==> config.mk <==
export PLATFORM = sky130hd
export DESIGN_NAME = sa3_operand_loader
export DESIGN_NICKNAME = d
export VERILOG_FILES = /design/src/rtl/sa3_pkg.sv /design/src/rtl/sa3_operand_regs.sv /design/src/rtl/sa3_operand_loader.sv
export SDC_FILE = /design/constraint.sdc
export NUM_CORES = 1
export LEC_CHECK = 0
export BUFFER_PORTS_ARGS = -buffer_cell sky130_fd_sc_hd__buf_2
export CORE_ASPECT_RATIO = 0.5
export CORE_MARGIN = 4
export CORE_UTILIZATION = 55
export DETAILED_ROUTE_END_ITERATION = 8
export GPL_ROUTABILITY_DRIVEN = 0
export HOLD_SLACK_MARGIN = 0.12
export MAX_ROUTING_LAYER = met4
export PLACE_DENSITY_LB_ADDON = 0.08
export RECOVER_POWER = 50
export SETUP_SLACK_MARGIN = 0.5
export SYNTH_ARGS = -nofsm -noshare
export SYNTH_HDL_FRONTEND = slang
export SYNTH_HIERARCHICAL = 1
export SYNTH_SLANG_ARGS = --single-unit
==> constraint.sdc <==
create_clock -name clk -period 3.25 [get_ports clk]
set_input_delay 0.1625 -clock clk [delete_from_list [all_inputs] [get_ports clk]]
set_output_delay 0.1625 -clock clk [all_outputs]
set_load 0.02 [all_outputs]
==> src/rtl/sa3_pkg.sv <==
// Shared types and constants for the 3x3 systolic operand loader.
// Slot numbering: filter bytes occupy slots 0..8, tile bytes 9..24.
package sa3_pkg;

  localparam int DATA_W = 8;
  localparam int N_B    = 9;
  localparam int N_A    = 16;
  localparam int N_TOT  = N_B + N_A;
  localparam int CNT_W  = 5;

  localparam logic [CNT_W-1:0] SLOT_B11  = 5'd0;
  localparam logic [CNT_W-1:0] SLOT_B33  = 5'd8;
  localparam logic [CNT_W-1:0] SLOT_A11  = 5'd9;
  localparam logic [CNT_W-1:0] SLOT_LAST = 5'd24;

  typedef enum logic [1:0] {
    IDLE = 2'd0,
    LOAD = 2'd1,
    RUN  = 2'd2
  } state_t;

  // A reuse request only skips the filter when one has been loaded since reset.
  function automatic logic [CNT_W-1:0] first_slot(input logic keep, input logic filt_ok);
    return (keep && filt_ok) ? SLOT_A11 : SLOT_B11;
  endfunction

endpackage

==> src/rtl/sa3_operand_regs.sv <==
// 25-entry operand register file with a single indexed write port.
// All entries are visible at once on a flat bus, slot 0 in the low byte.
module sa3_operand_regs
  import sa3_pkg::*;
(
  input  logic                    clk,
  input  logic                    rst,
  input  logic                    wr_en,
  input  logic [CNT_W-1:0]        wr_idx,
  input  logic [DATA_W-1:0]       wr_data,
  output logic [N_TOT*DATA_W-1:0] ops
);

  genvar gi;
  generate
    for (gi = 0; gi < N_TOT; gi++) begin : g_slot
      logic [DATA_W-1:0] slot_reg;

      always_ff @(posedge clk or negedge rst) begin
        if (!rst) begin
          slot_reg <= '0;
        end else if (wr_en && (wr_idx == CNT_W'(gi))) begin
          slot_reg <= wr_data;
        end
      end

      assign ops[gi*DATA_W +: DATA_W] = slot_reg;
    end
  endgenerate

endmodule

==> src/rtl/sa3_operand_loader.sv <==
// Streams a 3x3 filter and 4x4 tile into parallel operand registers, then
// runs the systolic array until it reports completion.
module sa3_operand_loader
  import sa3_pkg::*;
(
  input  logic              clk,
  input  logic              rst,
  input  logic              start,
  input  logic              keep_filter,
  input  logic              in_valid,
  input  logic [DATA_W-1:0] in_data,
  output logic              in_ready,
  output logic              active_sa3,
  input  logic              done_sa3,
  output logic [DATA_W-1:0] a11, a12, a13, a14,
  output logic [DATA_W-1:0] a21, a22, a23, a24,
  output logic [DATA_W-1:0] a31, a32, a33, a34,
  output logic [DATA_W-1:0] a41, a42, a43, a44,
  output logic [DATA_W-1:0] b11, b12, b13,
  output logic [DATA_W-1:0] b21, b22, b23,
  output logic [DATA_W-1:0] b31, b32, b33,
  output logic              busy,
  output logic              op_done
);

  state_t                  state_reg, state_next;
  logic [CNT_W-1:0]        cnt_reg;
  logic                    filt_ok_reg;
  logic                    active_reg;
  logic                    op_done_reg;
  logic                    accept;
  logic [N_TOT*DATA_W-1:0] ops;

  assign accept = (state_reg == LOAD) && in_valid;

  always_ff @(posedge clk or negedge rst) begin
    if (!rst) begin
      state_reg <= IDLE;
    end else begin
      state_reg <= state_next;
    end
  end

  always_comb begin
    state_next = state_reg;
    case (state_reg)
      IDLE:    if (start) state_next = LOAD;
      LOAD:    if (accept && (cnt_reg == SLOT_LAST)) state_next = RUN;
      RUN:     if (done_sa3) state_next = IDLE;
      default: state_next = IDLE;
    endcase
  end

  always_comb begin
    in_ready = (state_reg == LOAD);
    busy     = (state_reg != IDLE);
  end

  // active_sa3 follows the next state so it drops the cycle after done_sa3.
  always_ff @(posedge clk or negedge rst) begin
    if (!rst) begin
      cnt_reg     <= '0;
      filt_ok_reg <= 1'b0;
      active_reg  <= 1'b0;
      op_done_reg <= 1'b0;
    end else begin
      active_reg  <= (state_next == RUN);
      op_done_reg <= (state_reg == RUN) && done_sa3;
      if ((state_reg == IDLE) && start) begin
        cnt_reg <= first_slot(keep_filter, filt_ok_reg);
      end else if (accept && (cnt_reg != SLOT_LAST)) begin
        cnt_reg <= cnt_reg + 5'd1;
      end
      if (accept && (cnt_reg == SLOT_B33)) begin
        filt_ok_reg <= 1'b1;
      end
    end
  end

  assign active_sa3 = active_reg;
  assign op_done    = op_done_reg;

  sa3_operand_regs u_regs (
    .clk     (clk),
    .rst     (rst),
    .wr_en   (accept),
    .wr_idx  (cnt_reg),
    .wr_data (in_data),
    .ops     (ops)
  );

  assign b11 = ops[ 0*DATA_W +: DATA_W];
  assign b12 = ops[ 1*DATA_W +: DATA_W];
  assign b13 = ops[ 2*DATA_W +: DATA_W];
  assign b21 = ops[ 3*DATA_W +: DATA_W];
  assign b22 = ops[ 4*DATA_W +: DATA_W];
  assign b23 = ops[ 5*DATA_W +: DATA_W];
  assign b31 = ops[ 6*DATA_W +: DATA_W];
  assign b32 = ops[ 7*DATA_W +: DATA_W];
  assign b33 = ops[ 8*DATA_W +: DATA_W];
  assign a11 = ops[ 9*DATA_W +: DATA_W];
  assign a12 = ops[10*DATA_W +: DATA_W];
  assign a13 = ops[11*DATA_W +: DATA_W];
  assign a14 = ops[12*DATA_W +: DATA_W];
  assign a21 = ops[13*DATA_W +: DATA_W];
  assign a22 = ops[14*DATA_W +: DATA_W];
  assign a23 = ops[15*DATA_W +: DATA_W];
  assign a24 = ops[16*DATA_W +: DATA_W];
  assign a31 = ops[17*DATA_W +: DATA_W];
  assign a32 = ops[18*DATA_W +: DATA_W];
  assign a33 = ops[19*DATA_W +: DATA_W];
  assign a34 = ops[20*DATA_W +: DATA_W];
  assign a41 = ops[21*DATA_W +: DATA_W];
  assign a42 = ops[22*DATA_W +: DATA_W];
  assign a43 = ops[23*DATA_W +: DATA_W];
  assign a44 = ops[24*DATA_W +: DATA_W];

endmodule

==> results of run 1 <==
-- worst min-delay path: stages --
cell and delay (ns):
buf_2 0.10, nor3b_2 0.20, a21oi_1 0.13
-- cell families after synthesis --
kind of cell / after synthesis
AO/OA/AOI/OAI: 14
adder cells (fa/ha/maj): 2
flip-flops: 210
buffers and inverters: 31
AND/OR/NAND/NOR: 57
multiplexers: 200
-- layout make-up --
class / count / area, sq um
multi-input combinational: 273 / 2770
tap: 198 / 248
clock buffer: 30 / 567
fill: 1127 / 4680
inverter: 3 / 11.3
timing repair buffer: 226 / 967
sequential: 210 / 5260
clock inverter: 2 / 10.0
-- cells in the mapped netlist --
master    instances
a211oi_1          2
a21boi_2          1
a21o_1            2
a21oi_1           5
a311oi_2          1
a32oi_1           1
and3_1            3
and3b_1           2
and4bb_2          3
buf_2             8
buf_4             1
buf_6             1
clkbuf_1         18
dfrtp_1         210
ha_1              2
inv_1             3
mux2_1           19
mux2_2          181
nand2_1          17
nand2b_1          2
nand3_1           2
nand4b_1          2
nand4b_2          2
nand4b_4          1
nor2_1            2
nor2_2            6
nor2b_1           6
nor3_1            1
nor3_2            1
nor3b_2           1
nor4b_2           1
o21ai_0           1
o21bai_1          1
or2_2             1
or3_1             3
or3b_1            1
-- routing by layer --
layer  up-vias  wire length, um  GRT usage (%)
met1      2655             9130           33.5
li1       2251                -              -
met4         0              248           3.58
met5         -                0              -
met2       155             8820           36.7
met3        22             1560           7.15
-- path summary, 6_finish.rpt --
path,startpoint,to,slack [ns],depth (start not counted)
worst max-delay path,state_reg[1]$_DFF_PN0_,u_regs/g_slot[1].slot_reg[2]$_DFFE_PN0P_,0.68,4
worst min-delay path,start,cnt_reg[2]$_DFFE_PN0P_,0.16,3
worst max register to register,state_reg[1]$_DFF_PN0_,u_regs/g_slot[1].slot_reg[2]$_DFFE_PN0P_,0.68,4
worst min register to register,u_regs/g_slot[19].slot_reg[5]$_DFFE_PN0P_,u_regs/g_slot[19].slot_reg[5]$_DFFE_PN0P_,0.49,1
max in group asynchronous,rst,u_regs/g_slot[15].slot_reg[3]$_DFFE_PN0P_,1.18,3
min in group asynchronous,rst,u_regs/g_slot[24].slot_reg[0]$_DFFE_PN0P_,0.74,2
-- power by group --
group          internal [mW]  switching, mW
clock                   1.19          0.921
sequential              3.58          0.595
combinational           1.27           2.19
==> results_dict.tcl, run 1 <==
set metrics [dict create \
    antenna_found_initial 0 \
    crit_family "simple AND/OR/NAND/NOR gates" \
    routedWlPerCell_um 21.0 \
    synth_compound_area_share_pct 1.26 \
    hold_path_class "primary input to register" \
    cts-hold-fix-buffers 4 \
    finalSetupTns_ns 0 \
    cts_made_buffers 19 \
    slew_viol_final 75 \
    via_per_inst 5.40 \
    period_minus_slack_ns 2.57 \
    coreArea_sq_um 14500 \
    die_height_um 94.1 \
    fmax_ghz 0.389 \
    synth_top_family_by_area "multiplexers" \
    yosys-top-cells-area "dfrtp_1, mux2_2, mux2_1, clkbuf_1, nand2_1" \
    cp.arrival_ns 2.93 \
    power.density_nw_per_um2 991 \
    cts-root-buf "clkbuf_16" \
    cts_tree "built" \
    critPathBufInv 0 \
    ant_nets 0 \
    largest_reg_flops 200 \
    synth_top_area_share_pct 64.4 \
    synth_cells 514 \
    layout.cells.non_filler 942 \
    synth_top_area_cell "dfrtp_1" \
    fin_skew_ns 0.00986 \
    initial_utilization_pct 56.3 \
    slowest_stage "and3b_1" \
    tightestPinTransition_ns 1.85 \
    place_inst 906 \
    final_common_cell "dfrtp_1" \
    ys_types 36 \
    dieArea_sq_um 17000 \
    area_delta_synth_final_pct 20.4 \
    whs_ns 0.159 \
    synth_fa_ha_area_share_pct 0.307 \
    clock_sinks 210 \
    crit_path_end_kind "register" \
    drt-total-wl_um 19800 \
    vias 5083 \
    syn_area_sq_um 8160 \
    worstSetupPathType "register to register" \
    clk_latency_ns 0.48 \
    critPathMaxStageDelay_ns 0.60 \
    final_util_pct 67.8 \
    grt_overflow 0 \
    violations "max-capacitance violations, max-slew violations" \
    seq_area_frac_synth_pct 64.4 \
    yosys_register_bits 210 \
    ir_drop_uv 625 \
    dp_hpwl_um 13200 \
    synth_warnings 6 \
    worstSetupStartpointType "register" \
    place_ws_ns 0.740 \
    status "complete, but fails checks" \
    port_buffers 217 \
    synthXorXnorAreaFrac_pct 0 \
    finalWorstSetupSlack_ns 0.678 \
    cts_setup_buffers 0 \
    finalPower_mw 9.74 \
    grt_usage_pct 24.1 \
    clockBufferDepth 3 \
    final_cell_mix "dfrtp_1, mux2_2, clkbuf_1" \
    n_antenna_cell 0 \
    cap_violations 1 \
    synth-simple-area-share_pct 4.78 \
    first_pass_iters 4 \
    setup_viol 0 \
    grt_start_max_net_pins 76 \
    num_rows 31 \
    final-hold-violation-count 0 \
    io_pins 218 \
    grt_pass1_wl_um 31100 \
    die_x_um 180 \
    post-route-drc-count 0 \
    post-route-period-util_pct 79.1 \
    cp_max_fo 15 \
    cts_htree_levels 1 \
    path_clk_slew_ns 0.06 \
    place_area_sq_um 9430 \
    drt_first_iter_violations 188 \
    drive_gt1_share_pct 37.6 \
    synthMuxAreaShare_pct 27.6 \
    synth_nets 530 \
    power_leakage_nw 4.68 \
    rsz0062_at_grt "false" \
    grt_pass1_vias 5378 \
    nets 749 \
    worstPathRequired_ns 3.61 \
    timing.slew.headroom_pct -23.4 \
    synth.avg_cell_area_sq_um 15.9 \
    ctsResizeCount 0 \
    path_cells "and3b_1 -> nor4b_2 -> nand2_1 -> mux2_2" \
    final_area_sq_um 9830 \
]
Note: power is estimated with default switching activity, not from simulation.
==> inputs of run 2 (changes only) <==
- CORE_UTILIZATION: 55 -> 52
- clock period: 3.25 -> 2.6 ns (I/O delays scaled with it)
==> run 2 against run 1 <==
The run now ends clean. Register-to-register slack worse by 0.10 ns. Critical path type unchanged. Sequential power up 25%. Clock power up 28%. Worst hold slack better by 0.17 ns.
==> results_dict.tcl, run 2 (synthesis gave the netlist of run 1 again) <==
set metrics [dict create \
    slowest_stage "dfrtp_1" \
    nets 755 \
    routedWlPerCell_um 20.8 \
    dieArea_sq_um 17900 \
    p_sw_mw 4.65 \
    setup_viol 0 \
    worstSetupStartpointType "register" \
    place_area_sq_um 9470 \
    seq_power_share_pct 42.4 \
    io_pins 218 \
    cts_made_buffers 19 \
    power.density_nw_per_um2 1240 \
    combinationalPowerShare_pct 35.6 \
    final_cell_mix "dfrtp_1, mux2_2, clkbuf_1" \
    drt_first_iter_violations 203 \
    final_util_pct 64.8 \
    post-route-drc-count 0 \
    path_cells "and3b_2 -> nand4b_2 -> nor2_2 -> mux2_2" \
    worstSetupPathType "register to register" \
    cts-root-buf "clkbuf_16" \
    largest_reg_flops 200 \
    antenna_found_initial 0 \
    p_sw_share_pct 37.8 \
    n_antenna_cell 0 \
    intPower_mw 7.66 \
    fin_skew_ns 0.00517 \
    grt_pass1_wl_um 30200 \
    hold_path_class "primary input to register" \
    fmax_ghz 0.494 \
    timing.slew.headroom_pct 1.56 \
    fillCellCount 1244 \
    dp_hpwl_um 13100 \
    via_per_inst 5.39 \
    grt_start_max_net_pins 63 \
    first_pass_iters 4 \
    ir_drop_uv 645 \
    r2r_setup_slack_ns 0.57 \
    rsz0062_at_grt "true" \
    grt_pass1_vias 5183 \
    cap_violations 0 \
    power_leakage_nw 4.86 \
    clk_latency_ns 0.47 \
    area_delta_synth_final_pct 22.1 \
    final_area_sq_um 9970 \
    crit_path_end_kind "register" \
    final-hold-violation-count 0 \
    cts_htree_levels 1 \
    drt-total-wl_um 19900 \
    vias 5146 \
    worstPathRequired_ns 2.96 \
    grt_overflow 0 \
    clock_power_share_pct 22.0 \
    coreArea_sq_um 15400 \
    drive_gt1_share_pct 43.3 \
    period_minus_slack_ns 2.03 \
    path_clk_slew_ns 0.07 \
    initial_utilization_pct 53.1 \
    tightestPinTransition_ns 1.48 \
    grt_usage_pct 22.8 \
    port_buffers 217 \
    ant_nets 0 \
    slew_viol_final 0 \
    critPathMaxStageDelay_ns 0.47 \
    die_x_um 185 \
    cp.arrival_ns 2.38 \
    finalSetupTns_ns 0 \
    clock_sinks 210 \
    clockBufferDepth 3 \
    cp_max_fo 9 \
    cts_tree "built" \
    num_rows 32 \
    status "complete, no violations" \
    final_common_cell "dfrtp_1" \
    post-route-period-util_pct 77.9 \
    die_height_um 96.6 \
]
run 2: per-stage QoR:
stage,power [mW],std cells,worst slack [ns],hold slack (ns)
6_report,12.3,955,0.575,0.327
5_1_grt,13.0,955,0.461,0.324
4_1_cts,12.6,954,0.459,0.186
3_5_place_dp,9.86,916,0.467,0.133
3_3_place_gp,9.73,916,0.543,0.134
2_1_floorplan,8.07,514,0.667,-0.166
run 2: path summary, 6_finish.rpt:
path,startpoint,endpoint,depth (start not counted)
max,state_reg[1]$_DFF_PN0_,u_regs/g_slot[23].slot_reg[1]$_DFFE_PN0P_,4
min,in_data[3],u_regs/g_slot[16].slot_reg[3]$_DFFE_PN0P_,2
max reg2reg,state_reg[1]$_DFF_PN0_,u_regs/g_slot[23].slot_reg[1]$_DFFE_PN0P_,4
min reg2reg,u_regs/g_slot[19].slot_reg[5]$_DFFE_PN0P_,u_regs/g_slot[19].slot_reg[5]$_DFFE_PN0P_,1
max in group asynchronous,rst,u_regs/g_slot[10].slot_reg[3]$_DFFE_PN0P_,3
min in group asynchronous,rst,u_regs/g_slot[13].slot_reg[6]$_DFFE_PN0P_,2
run 2: layer usage:
layer | up-vias | wire length (um) | GRT usage [%]
met5 | - | 0 | -
met4 | 0 | 291 | 4.27
met3 | 25 | 1730 | 7.18
met2 | 153 | 8800 | 33.7
met1 | 2693 | 9080 | 31.7
li1 | 2275 | - | -
run 2: power by group through the flow:
stage                     registers [mW]  logic [mW]  clock network (mW)
after floorplan                     6.58        1.49                   0
after global placement              5.17        4.56                   0
after detailed placement            5.24        4.62                   0
after CTS                           5.19        4.64                2.79
after global routing                5.38        4.73                2.92
final                               5.22        4.39                2.71
run 2: what timing repair did:
| action | 4_1_cts | 5_1_grt |
|---|---|---|
| setup endpoints to repair | 40 | 116 |
| hold buffers | 5 | 0 |
| endpoints found under the hold margin | 127 | 0 |
| gates resized for setup | 1 | 6 |
| setup buffers | 0 | 1 |
run 2: layout make-up:
| class | instances | area (sq um) | area share, % |
|---|---|---|---|
| repair buffers | 232 | 1060 | 10.6 |
| clock buffers | 27 | 536 | 5.37 |
| inverters | 3 | 11.3 | 0.113 |
| multi-input cells | 273 | 2800 | 28.1 |
| well taps | 204 | 255 | 2.56 |
| flip-flops and latches | 210 | 5260 | 52.7 |
| clock inverters | 6 | 55.1 | 0.552 |
run 2: worst max-delay path: cells and delay by family, from the launching register on:
kind | cells | cell delay [ns]
and+or+nand+nor | 3 | 1.05
DFF | 1 | 0.47
muxes | 1 | 0.40
